### src/rtl/lsu_pkg.sv
`default_nettype none
// ============================================================================
// Module      : lsu_pkg
// Description : Shared types and encodings for the load/store unit.
// Revision    : 1.0 - initial release
// ============================================================================
package lsu_pkg;

    typedef enum logic [1:0] {
        ST_IDLE = 2'd0,
        ST_BUSY = 2'd1,
        ST_RESP = 2'd2
    } lsu_state_t;

    localparam logic [2:0] F3_B  = 3'b000;
    localparam logic [2:0] F3_H  = 3'b001;
    localparam logic [2:0] F3_W  = 3'b010;
    localparam logic [2:0] F3_BU = 3'b100;
    localparam logic [2:0] F3_HU = 3'b101;

    localparam logic [1:0] FLT_NONE     = 2'b00;
    localparam logic [1:0] FLT_MISALIGN = 2'b01;
    localparam logic [1:0] FLT_ILLEGAL  = 2'b10;
    localparam logic [1:0] FLT_TIMEOUT  = 2'b11;

endpackage
`default_nettype wire

### src/rtl/lsu_align.sv
`default_nettype none
// ============================================================================
// Module      : lsu_align
// Description : Byte-lane steering for stores, extraction/extension for loads,
//               and legality/alignment checks of a memory access.
// Revision    : 1.0 - initial release
// ============================================================================
module lsu_align
    import lsu_pkg::*;
(
    input  logic        write,
    input  logic [2:0]  func3,
    input  logic [1:0]  lane,
    input  logic [31:0] rs2,
    input  logic [31:0] rdata,
    output logic [3:0]  be,
    output logic [31:0] wdata,
    output logic [31:0] load_ext,
    output logic        misaligned,
    output logic        illegal
);

    logic [31:0] w_shift;
    logic [7:0]  w_byte;
    logic [15:0] w_half;

    assign w_shift = rdata >> {lane, 3'b000};
    assign w_byte  = w_shift[7:0];
    assign w_half  = lane[1] ? rdata[31:16] : rdata[15:0];

    always_comb begin
        be         = 4'b1111;
        wdata      = rs2;
        load_ext   = rdata;
        misaligned = 1'b0;
        illegal    = 1'b1;
        case (func3)
            F3_B: begin
                illegal  = 1'b0;
                load_ext = {{24{w_byte[7]}}, w_byte};
                if (write) begin
                    be    = 4'b0001 << lane;
                    wdata = {4{rs2[7:0]}};
                end
            end
            F3_H: begin
                illegal    = 1'b0;
                misaligned = lane[0];
                load_ext   = {{16{w_half[15]}}, w_half};
                if (write) begin
                    be    = 4'b0011 << lane;
                    wdata = {2{rs2[15:0]}};
                end
            end
            F3_W: begin
                illegal    = 1'b0;
                misaligned = (lane != 2'b00);
            end
            // Unsigned variants exist only for loads
            F3_BU: begin
                illegal  = write;
                load_ext = {24'd0, w_byte};
            end
            F3_HU: begin
                illegal    = write;
                misaligned = lane[0];
                load_ext   = {16'd0, w_half};
            end
            default: illegal = 1'b1;
        endcase
    end

endmodule
`default_nettype wire

### src/rtl/load_store_unit.sv
`default_nettype none
// ============================================================================
// Module      : load_store_unit
// Description : Multi-cycle load/store unit with req/ack memory handshake,
//               core stall generation, timeout and access fault reporting.
// Revision    : 1.0 - initial release
// ============================================================================
module load_store_unit
    import lsu_pkg::*;
#(
    parameter int TIMEOUT_CYCLES = 16,
    parameter int CNT_W          = 5
)(
    input  logic        clk,
    input  logic        rst,
    input  logic        req_valid,
    input  logic        req_write,
    input  logic [2:0]  req_func3,
    input  logic [31:0] req_addr,
    input  logic [31:0] req_wdata,
    output logic        stall,
    output logic        load_valid,
    output logic [31:0] load_data,
    output logic [1:0]  fault,
    output logic        mem_req,
    output logic        mem_we,
    output logic [29:0] mem_addr,
    output logic [3:0]  mem_be,
    output logic [31:0] mem_wdata,
    input  logic        mem_ack,
    input  logic [31:0] mem_rdata
);

    localparam logic [CNT_W-1:0] C_CNT_LAST = CNT_W'(TIMEOUT_CYCLES - 1);

    lsu_state_t       r_state, w_state_nxt;
    logic [CNT_W-1:0] r_cnt;
    logic             r_write;
    logic [2:0]       r_func3;
    logic [1:0]       r_lane;
    logic [1:0]       w_fault_nxt;

    logic             w_sel_write;
    logic [2:0]       w_sel_func3;
    logic [1:0]       w_sel_lane;
    logic [3:0]       w_be;
    logic [31:0]      w_wdata;
    logic [31:0]      w_load_ext;
    logic             w_misaligned;
    logic             w_illegal;

    // While an access is outstanding the aligner works from the latched request
    assign w_sel_write = (r_state == ST_IDLE) ? req_write      : r_write;
    assign w_sel_func3 = (r_state == ST_IDLE) ? req_func3      : r_func3;
    assign w_sel_lane  = (r_state == ST_IDLE) ? req_addr[1:0]  : r_lane;

    lsu_align u_align (
        .write      (w_sel_write),
        .func3      (w_sel_func3),
        .lane       (w_sel_lane),
        .rs2        (req_wdata),
        .rdata      (mem_rdata),
        .be         (w_be),
        .wdata      (w_wdata),
        .load_ext   (w_load_ext),
        .misaligned (w_misaligned),
        .illegal    (w_illegal)
    );

    assign stall = req_valid & (r_state != ST_RESP);

    always_ff @(posedge clk or posedge rst) begin
        if (rst) r_state <= ST_IDLE;
        else     r_state <= w_state_nxt;
    end

    always_comb begin
        w_state_nxt = r_state;
        w_fault_nxt = FLT_NONE;
        case (r_state)
            ST_IDLE: begin
                if (req_valid) begin
                    if (w_illegal) begin
                        w_state_nxt = ST_RESP;
                        w_fault_nxt = FLT_ILLEGAL;
                    end else if (w_misaligned) begin
                        w_state_nxt = ST_RESP;
                        w_fault_nxt = FLT_MISALIGN;
                    end else begin
                        w_state_nxt = ST_BUSY;
                    end
                end
            end
            ST_BUSY: begin
                if (mem_ack) begin
                    w_state_nxt = ST_RESP;
                end else if (r_cnt == C_CNT_LAST) begin
                    w_state_nxt = ST_RESP;
                    w_fault_nxt = FLT_TIMEOUT;
                end
            end
            ST_RESP: w_state_nxt = ST_IDLE;
            default: w_state_nxt = ST_IDLE;
        endcase
    end

    always_ff @(posedge clk or posedge rst) begin
        if (rst) begin
            r_cnt      <= '0;
            r_write    <= 1'b0;
            r_func3    <= 3'b000;
            r_lane     <= 2'b00;
            load_valid <= 1'b0;
            load_data  <= 32'd0;
            fault      <= FLT_NONE;
            mem_req    <= 1'b0;
            mem_we     <= 1'b0;
            mem_addr   <= 30'd0;
            mem_be     <= 4'b0000;
            mem_wdata  <= 32'd0;
        end else begin
            load_valid <= 1'b0;
            case (r_state)
                ST_IDLE: begin
                    if (req_valid) begin
                        r_write <= req_write;
                        r_func3 <= req_func3;
                        r_lane  <= req_addr[1:0];
                        r_cnt   <= '0;
                        fault   <= w_fault_nxt;
                        if (w_state_nxt == ST_BUSY) begin
                            mem_req   <= 1'b1;
                            mem_we    <= req_write;
                            mem_addr  <= req_addr[31:2];
                            mem_be    <= w_be;
                            mem_wdata <= w_wdata;
                        end else if (!req_write) begin
                            load_data <= 32'd0;
                        end
                    end
                end
                ST_BUSY: begin
                    if (w_state_nxt == ST_RESP) begin
                        mem_req <= 1'b0;
                        fault   <= w_fault_nxt;
                        if (!r_write) begin
                            load_data  <= mem_ack ? w_load_ext : 32'd0;
                            load_valid <= mem_ack;
                        end
                    end else begin
                        r_cnt <= r_cnt + 1'b1;
                    end
                end
                default: fault <= FLT_NONE;
            endcase
        end
    end

endmodule
`default_nettype wire
### config.mk
export PLATFORM = sky130hd
export DESIGN_NAME = load_store_unit
export DESIGN_NICKNAME = d
export VERILOG_FILES = /design/src/rtl/lsu_pkg.sv /design/src/rtl/lsu_align.sv /design/src/rtl/load_store_unit.sv
export SDC_FILE = /design/constraint.sdc
export NUM_CORES = 1
export LEC_CHECK = 0
export BUFFER_PORTS_ARGS = -buffer_cell sky130_fd_sc_hd__buf_2
export CORE_ASPECT_RATIO = 1.5
export CORE_MARGIN = 4
export CORE_UTILIZATION = 24
export CTS_CLUSTER_DIAMETER = 100
export DETAILED_ROUTE_END_ITERATION = 12
export PLACE_DENSITY = 0.42
export SLEW_MARGIN = 20
export SYNTH_ARGS = -nofsm -noshare
export SYNTH_HDL_FRONTEND = slang
export SYNTH_SLANG_ARGS = --single-unit
### constraint.sdc
create_clock -name clk -period 4.88 [get_ports clk]
set_input_delay 0.488 -clock clk [delete_from_list [all_inputs] [get_ports clk]]
set_output_delay 0.488 -clock clk [all_outputs]
set_load 0.02 [all_outputs]
==> results of run 1 <==
flip-flops by register name (all words and copies together) (netlist names), 2 cells and up:
signal	cells
load_data	32
r_cnt	5
r_state	2
mem_addr	30
fault	2
mem_be	4
mem_wdata	32
r_lane	2
r_func3	3
logic make-up (layout without fill, tap and decap cells):
logic type               after synthesis  in the layout
multiplexers                          68             68
AND/OR/NAND/NOR                      179            179
XOR/XNOR                               2              2
adder cells (fa/ha/maj)                6              6
AO/OA/AOI/OAI                        125            125
buffers and inverters                 38            254
flip-flops                           116            116
metrics by stage:
stage                      util  total power, mW  instance area [um2]  setup WS (ns)
after detailed placement  0.303             4.09                 6840           1.24
after CTS                 0.327             5.28                 7380           1.23
after global routing      0.327             5.54                 7380          0.958
after global placement    0.303             4.06                 6840           1.38
after floorplan               -             3.24                 5550           1.32
final                     0.327             5.18                 7380           1.28
final timing paths:
| path | startpoint | to | depth (start not counted) |
|---|---|---|---|
| min in group clk | req_addr[8] | mem_addr[6] | 2 |
| hold reg to reg | load_data[1] | load_data[1] | 2 |
| max in group asynchronous | rst | load_data[21] | 3 |
| setup / recovery | r_state[1] | load_data[6] | 10 |
| hold / removal | rst | mem_addr[11] | 2 |
| setup reg to reg | r_state[1] | load_data[6] | 10 |
Yosys cell counts, drive strengths merged (2+ instances only):
cell and n:
nor4 2, dfrtp 116, mux2 54, nor2 81, a22o 3, xor2 2
nor3 3, o211a 2, a31oi 19, a32o 5, o41ai 6, o31ai 2
o21a 2, o21ai 44, a221o 2, inv 8, buf 20, a41oi 2
a2bb2oi 2, mux2i 14, a211oi 2, nand2b 5, nand2 75, clkbuf 10
ha 6, nand3 4, a21oi 15, o211ai 8, a21o 2
report_power, final:
group          total, mW  internal, mW  switching [mW]  leakage (nW)
Sequential          1.67          1.40           0.274          1.43
Combinational       2.37         0.876            1.49          1.88
Clock               1.15         0.723           0.423         0.273
cell type report:
cell class	count	area (um2)
Tap cell	276	345
Sequential cell	116	2900
Clock inverter	4	20.0
Timing Repair Buffer	215	1110
Multi-Input combinational cell	380	2450
Fill cell	2370	15200
Inverter	8	32.5
Clock buffer	27	523
routing by layer:
| layer | part of all wire | vias up | wire length [um] |
|---|---|---|---|
| li1 | - | 2299 | - |
| met4 | 0.022 | 2 | 400 |
| met1 | 0.39 | 2331 | 7160 |
| met2 | 0.53 | 179 | 9750 |
| met5 | 0.00038 | - | 7 |
| met3 | 0.062 | 37 | 1140 |
==> metrics.yaml, run 1 <==
status: "finished, final reports clean"
maxSlewViolCount: 0
use_met2: 0.258
ioPinCount: 208
synth.avg_cell_area_um2: 10.4
cts_resized: 0
vias: 4848
cts-root-buf: "clkbuf_16"
synth-adder-area-share: 0.0135
drtIter0Drc: 231
critPathSlowestCell: "o21ai_2"
die_h_um: 194
finalHoldWorstSlack_ns: 0.280
end_kind: "flop"
max_slew_margin: 0.361
track_usage: 0.145
finalHoldViolations: 0
grt.busiest_layer: "met2"
worstSetupStartpointType: "flop"
rows: 67
totalWireLength_um: 18500
dieArea_mm2: 0.0257
synth-main-ff-cell: "dfrtp_1"
yosys-top-cells-area: "dfrtp_1 52%, mux2_2 11%, nor2_1 5.3%, nand2_1 5.1%, o21ai_0 3.6%"
hpwl_um: 13700
synth-seq-area-share: 0.523
postCtsHoldBufs: 0
grt_pass1_vias: 5143
synth_top_family_by_area: "compound AO/OA/AOI/OAI gates"
crit_type: "reg -> reg"
most-common-layout-cells: "207 x buf_2, 116 x dfrtp_1, 78 x nor2_1"
crit_buf_inv: 2
grt.met3_usage: 0.0428
hp-class: "in -> async"
core_mm2: 0.0226
grt.overflow.total: 0
fin_nets: 848
ys_ff_latch: 116
drc_errors: 0
synth_cells: 534
via_per_inst: 4.73
synth_area_mm2: 0.00555
setup_viol: 0
critPathMaxStageDelay_ns: 0.67
gp_congestion: 0.865
synthXorXnorAreaFrac: 0.00316
rsz0062_at_grt: "no"
initial_utilization: 0.246
powerDensity_mw_per_mm2: 703
r2r_slack_ns: 1.28
synth_top_area_cell: "dfrtp_1"
cap_violations: 0
ys_warn_count: 0
post_cts_buffers: 0
cts_tree: "done"
crit_chain: "nor2_4, mux2i_1, ha_1, inv_1, a211o_1, a221o_2, o21ai_2, buf_4, nand2_1, o41ai_1"
die_width_um: 132
drive_gt1_frac: 0.413
htree_num_levels: 4
first_pass_iters: 4
min_period_ns: 3.60
antenna_cells: 0
synth_top_area_frac: 0.523
cts_inserted_buffers: 17
synth_compound_area_frac: 0.150
path_max_fanout: 19
cts_buffer_depth: 2
max_freq_ghz: 0.278
syn_to_final_growth_pct: 33.1
yosys.area_share.simple: 0.136
clock_latency_ns: 0.42
stdcell_count: 1026
power.leakage_nw: 3.58
worst_pin_slew_ns: 0.959
grtUsageMet1: 0.159
clock_skew_ns: 0.00768
clk_pin_slew_ns: 0.05
layout_commonest_cell: "buf_2"
synth_nets: 644
antenna_found_initial: 1
worstPathArrival_ns: 3.90
synth_edf_count: 0
cp_top_family: "compound AO/OA/AOI/OAI gates"
dp_cells: 995
final_antenna_net_count: 0
tns_ns: 0
critical_path_required_ns: 5.18
ir_worst_vdd_v: 0.000353
grt_max_degree: 89
async_flop_share: 1.00
cts.sinks: 116
finalCritPeriodShare: 0.738
wl_per_cell_um: 18.0
yosysUniqueCellTypes: 57
grt_pass1_wl_um: 29100
port_buffers: 207
synthMuxAreaShare: 0.135
Note: power is estimated with default switching activity, not from simulation.
==> run 2, diff against run 1 <==
Clock period 4.88 ns to 3.8 ns, I/O delays scaled along.
==> run 2 against run 1 <==
  * Utilization rose by 0.52 points
  * Critical endpoint is now mem_addr[4]
  * Clock skew grew 0.0032 ns
  * Routed wire length up 0.93%
  * Combinational power increased by 29%
  * Sequential share of layout area decreased by 0.62 points
  * Final area grew 1.6%
  * Hold slack got worse by 0.19 ns
  * Total power up 34%
==> metrics.yaml, run 2 (same netlist as run 1, synthesis figures left out) <==
tns_ns: 0  # unchanged
min_period_ns: 3.41  # -0.193 ns
grt.overflow.total: 0  # unchanged
cp_top_family: "multiplexers"
maxSlewViolCount: 0  # unchanged
port_buffers: 207  # unchanged
path_max_fanout: 88  # +69
final_antenna_net_count: 0  # unchanged
largestRegisters: "load_data x32, mem_wdata x32, mem_addr x30"
critPathMaxStageDelay_ns: 0.57  # -0.10 ns
core_mm2: 0.0226  # unchanged
rsz0062_at_grt: "no"
hpwl_um: 13900  # +1.9%
r2r_slack_ns: 0.39  # -0.89 ns
seq_area_mm2: 0.00290  # unchanged
postCtsHoldBufs: 0  # unchanged
cts.sinks: 116  # unchanged
multi_input_area_mm2: 0.00245  # unchanged
status: "finished, final reports clean"
critical_path_required_ns: 4.10  # -1.08 ns
grt_pass1_wl_um: 29500  # +1.4%
die_width_um: 132  # unchanged
power.leakage_nw: 3.63  # +1.3%
clock_latency_ns: 0.42  # about the same
fillerInstances: 2325  # -1.9%
cts-root-buf: "clkbuf_16"
layout_commonest_cell: "buf_2"
r2r_start: "r_state[0]"
grt_pass1_vias: 5234  # +1.8%
end_kind: "flop"
setup_viol: 0  # unchanged
max_freq_ghz: 0.293  # +5.7%
crit_type: "reg -> reg"
hp-class: "in -> async"
antenna_found_initial: 0  # -1
clk_pin_slew_ns: 0.05  # about the same
initial_utilization: 0.246  # unchanged
fin_util: 0.332  # +0.00522
crit_buf_inv: 2  # unchanged
finalHoldWorstSlack_ns: 0.0884  # -0.192 ns
wl_per_cell_um: 18.1  # +0.63%
totalWireLength_um: 18600  # +0.93%
die_h_um: 194  # unchanged
critPathSlowestCell: "dfrtp_1"
reg2reg_to: "mem_addr[4]"
post_cts_buffers: 0  # unchanged
cap_violations: 0  # unchanged
worstSetupStartpointType: "flop"
worst_pin_slew_ns: 0.793  # -0.166 ns
fin_nets: 850  # +0.24%
via_per_inst: 4.77  # +0.86%
powerDensity_mw_per_mm2: 927  # +32%
crit_cells: 9  # -1
finalCritPeriodShare: 0.897  # +0.159
cts_buffer_depth: 2  # unchanged
gp_congestion: 0.851  # -1.7%
htree_num_levels: 4  # unchanged
worstPathArrival_ns: 3.71  # -0.19 ns
max_slew_margin: 0.465  # +0.104
final_area_mm2: 0.00750  # +1.6%
ioPinCount: 208  # unchanged
drive_gt1_frac: 0.416  # +0.00289
cts_resized: 0  # unchanged
clock_skew_ns: 0.0109  # +0.00320 ns
track_usage: 0.146  # +0.00144
finalHoldViolations: 0  # unchanged
drc_errors: 0  # unchanged
syn_to_final_growth_pct: 35.2
cts_inserted_buffers: 17  # unchanged
grt_max_degree: 89  # unchanged
place_area_mm2: 0.00685  # +0.22%
cts_tree: "done"
drtIter0Drc: 234  # +1.3%
ff2ff_path_depth: 9  # -1
most-common-layout-cells: "207 x buf_2, 116 x dfrtp_1, 78 x nor2_1"
vias: 4904  # +1.2%
ir_worst_vdd_v: 0.000319  # -9.7%
rows: 67  # unchanged
crit_chain: "nor2_4, mux2i_1, ha_1, inv_1, a211o_1, a221o_2, nor2_8, buf_12, mux2_2"
dieArea_mm2: 0.0257  # unchanged
first_pass_iters: 7  # +3
run 2: how the worst max path moves through the flow:
stage / start / to / slack, ns
CTS: r_state[0] / mem_wdata[2] / 0.40
global placement: r_state[0] / mem_addr[5] / 0.53
floorplan: rst / fault[0] / 0.35
finish: r_state[0] / mem_addr[4] / 0.39
global route: r_state[0] / mem_addr[0] / 0.20
detailed placement: r_state[0] / mem_wdata[2] / 0.42
run 2: area by class of cell:
class                   count  share of cell area
inverters                   8             0.00467
repair buffers            217               0.150
well taps                 276              0.0461
multi-input cells         380               0.326
clock inverters             9              0.0235
flip-flops and latches    116               0.387
diodes                      1            0.000334
clock buffers              22              0.0619
run 2: through the flow:
stage	worst slack [ns]	power, mW	instances
2_1_floorplan	0.348	4.17	534
6_report	0.392	6.95	1029
3_3_place_gp	0.532	5.21	997
3_5_place_dp	0.425	5.27	997
5_1_grt	0.202	7.41	1028
4_1_cts	0.396	7.07	1028
run 2: report_power, final:
group / internal, mW / total, mW / switching, mW
combinational: 1.13 / 3.06 / 1.93
sequential: 1.80 / 2.13 / 0.333
clock: 1.19 / 1.76 / 0.568
run 2: per-layer routing:
layer / wire (um) / track usage
met1: 7260 / 0.162
met2: 9800 / 0.259
met3: 1070 / 0.0418
met4: 488 / 0.0615
met5: 0 / 0
==> run 3, diff against run 2 <==
Settings changed: CELL_PAD_IN_SITES_DETAIL_PLACEMENT from default to 1, CELL_PAD_IN_SITES_GLOBAL_PLACEMENT from default to 2, PLACE_DENSITY 0.42 to 0.64.
==> run 3 against run 2 <==
  * Die area unchanged
  * Clock power fell by 9%
  * Via count increased by 0.20%
  * Non-clock buffer count up 1
  * Utilization decreased by 0.094 points
  * Setup slack improved by 0.044 ns
  * Critical path depth rose by 1
  * First-iteration DRC count up 15%
  * Critical endpoint is now load_data[15]
  * Highest routed layer is now met5
==> metrics.yaml, run 3 (same netlist as run 1, synthesis figures left out) <==
p_clk_frac: 0.234  # -0.019
reg2reg_to: "load_data[15]"
ioPinCount: 208  # unchanged
grt_pass1_vias: 5416  # +3.5%
powerDensity_mw_per_mm2: 915  # -1.2%
antenna_found_initial: 3  # +3
cts.sinks: 116  # unchanged
core_mm2: 0.0226  # unchanged
drc_errors: 0  # unchanged
crit_type: "reg -> reg"
cts_tree: "done"
worstSetupStartpointType: "flop"
critical_path_required_ns: 4.12  # +0.02 ns
path_max_fanout: 26  # -70%
gp_congestion: 0.808  # -5.0%
setup_viol: 0  # unchanged
wl_per_cell_um: 19.2  # +6.1%
min_period_ns: 3.36  # -0.0438 ns
largestRegisters: "load_data x32, mem_wdata x32, mem_addr x30"
die_width_um: 132  # unchanged
cts_inserted_buffers: 17  # unchanged
first_pass_iters: 6  # -1
drtIter0Drc: 270  # +15%
most-common-layout-cells: "207 x buf_2, 116 x dfrtp_1, 78 x nor2_1"
finalCritPeriodShare: 0.885  # -0.0115
drive_gt1_frac: 0.422  # +0.00553
r2r_start: "r_state[1]"
track_usage: 0.157  # +0.0114
vias: 4914  # +0.20%
tns_ns: 0  # unchanged
r2r_slack_ns: 0.44  # +0.04 ns
cts_buffer_depth: 2  # unchanged
rsz0062_at_grt: "no"
power.total_mw: 6.84  # -1.5%
status: "finished, final reports clean"
syn_to_final_growth_pct: 34.8
port_buffers: 207  # unchanged
postCtsHoldBufs: 0  # unchanged
worst_pin_slew_ns: 0.770  # -0.0232 ns
max_slew_margin: 0.483  # +0.0178
finalHoldWorstSlack_ns: 0.0705  # -0.0179 ns
dieArea_mm2: 0.0257  # unchanged
max_freq_ghz: 0.297  # +1.3%
hpwl_um: 15200  # +8.9%
initial_utilization: 0.246  # unchanged
pwr-share-seq: 0.312  # +0.006
via_per_inst: 4.76  # about the same
fillerInstances: 2620  # +13%
grt_pass1_wl_um: 31500  # +6.8%
cap_violations: 0  # unchanged
power_frac_comb: 0.455  # +0.015
post_cts_buffers: 0  # unchanged
switching_power_mw: 2.90  # +2.6%
maxSlewViolCount: 0  # unchanged
crit_path_end: "load_data[15]"
clk_pin_slew_ns: 0.06  # about the same
worstPathArrival_ns: 3.68  # -0.03 ns
totalWireLength_um: 19800  # +6.4%
cts-root-buf: "clkbuf_16"
fin_nets: 851  # +0.12%
rows: 67  # unchanged
clock_latency_ns: 0.43  # about the same
end_kind: "flop"
sw_frac_of_total: 0.424  # +0.0171
ff2ff_path_depth: 10  # +1
htree_num_levels: 4  # unchanged
grt_max_degree: 66  # -26%
grt.overflow.total: 0  # unchanged
finalHoldViolations: 0  # unchanged
ir_worst_vdd_v: 0.000332  # +3.9%
p_int_mw: 3.94  # -4.4%
clock_skew_ns: 0.0128  # +0.00195 ns
power.leakage_nw: 3.61  # -0.67%
hp-class: "in -> async"
final_antenna_net_count: 0  # unchanged
layout_commonest_cell: "buf_2"
startpoint: "r_state[1]"
die_h_um: 194  # unchanged
cts_resized: 0  # unchanged
==> run 3: power by group through the flow <==
stage,combinational [mW],sequential (mW),clock (mW)
6_report,3.11,2.13,1.60
5_1_grt,3.41,2.22,1.70
3_5_place_dp,3.17,2.17,0
4_1_cts,3.18,2.15,1.64
2_1_floorplan,1.44,2.72,0
3_3_place_gp,3.11,2.14,0
==> run 3: final cells by class <==
class                           instances  area (um2)  share of cell area
Clock buffer                           19         453              0.0606
Multi-Input combinational cell        380        2450               0.327
Antenna cell                            2        5.00            0.000670
Clock inverter                         13         134              0.0179
Sequential cell                       116        2900               0.388
Inverter                                8        32.5             0.00435
Timing Repair Buffer                  218        1160               0.155
Tap cell                              276         345              0.0462
==> run 3: per-layer routing <==
layer  track usage  wire length, um  share of wire  vias up
met1         0.179             8020           0.40     2401
met2         0.277            10200           0.52      169
met4        0.0619              456          0.023        2
met5             0                7        0.00035        -
li1              -                -              -     2315
met3        0.0444             1090          0.055       27
==> run 3: per-stage QoR <==
step / util / setup slack [ns] / instance area, um2 / instances
floorplan: - / 0.348 / 5550 / 534
global placement: 0.305 / 0.599 / 6880 / 998
detailed placement: 0.305 / 0.411 / 6880 / 998
CTS: 0.331 / 0.400 / 7470 / 1030
global route: 0.331 / 0.159 / 7470 / 1032
finish: 0.331 / 0.436 / 7470 / 1032
==> run 3: worst max-delay path: stages, from the launching register on <==
cell       delay (ns)
dfrtp_1          0.59
nor2_4           0.36
mux2i_1          0.50
ha_1             0.26
inv_1            0.06
a211o_1          0.22
a221o_2          0.46
o21ai_2          0.18
buf_4            0.31
a2111oi_0        0.12
a21o_1           0.19
==> run 3: worst min path at each step <==
stage | endpoint | slack (ns) | cells after the start
floorplan | r_cnt[4] | 0.45 | 2
global placement | load_data[15] | 0.46 | 1
detailed placement | load_data[15] | 0.47 | 1
CTS | mem_we | 0.11 | 2
global route | mem_we | 0.13 | 2
finish | fault[0] | 0.07 | 2
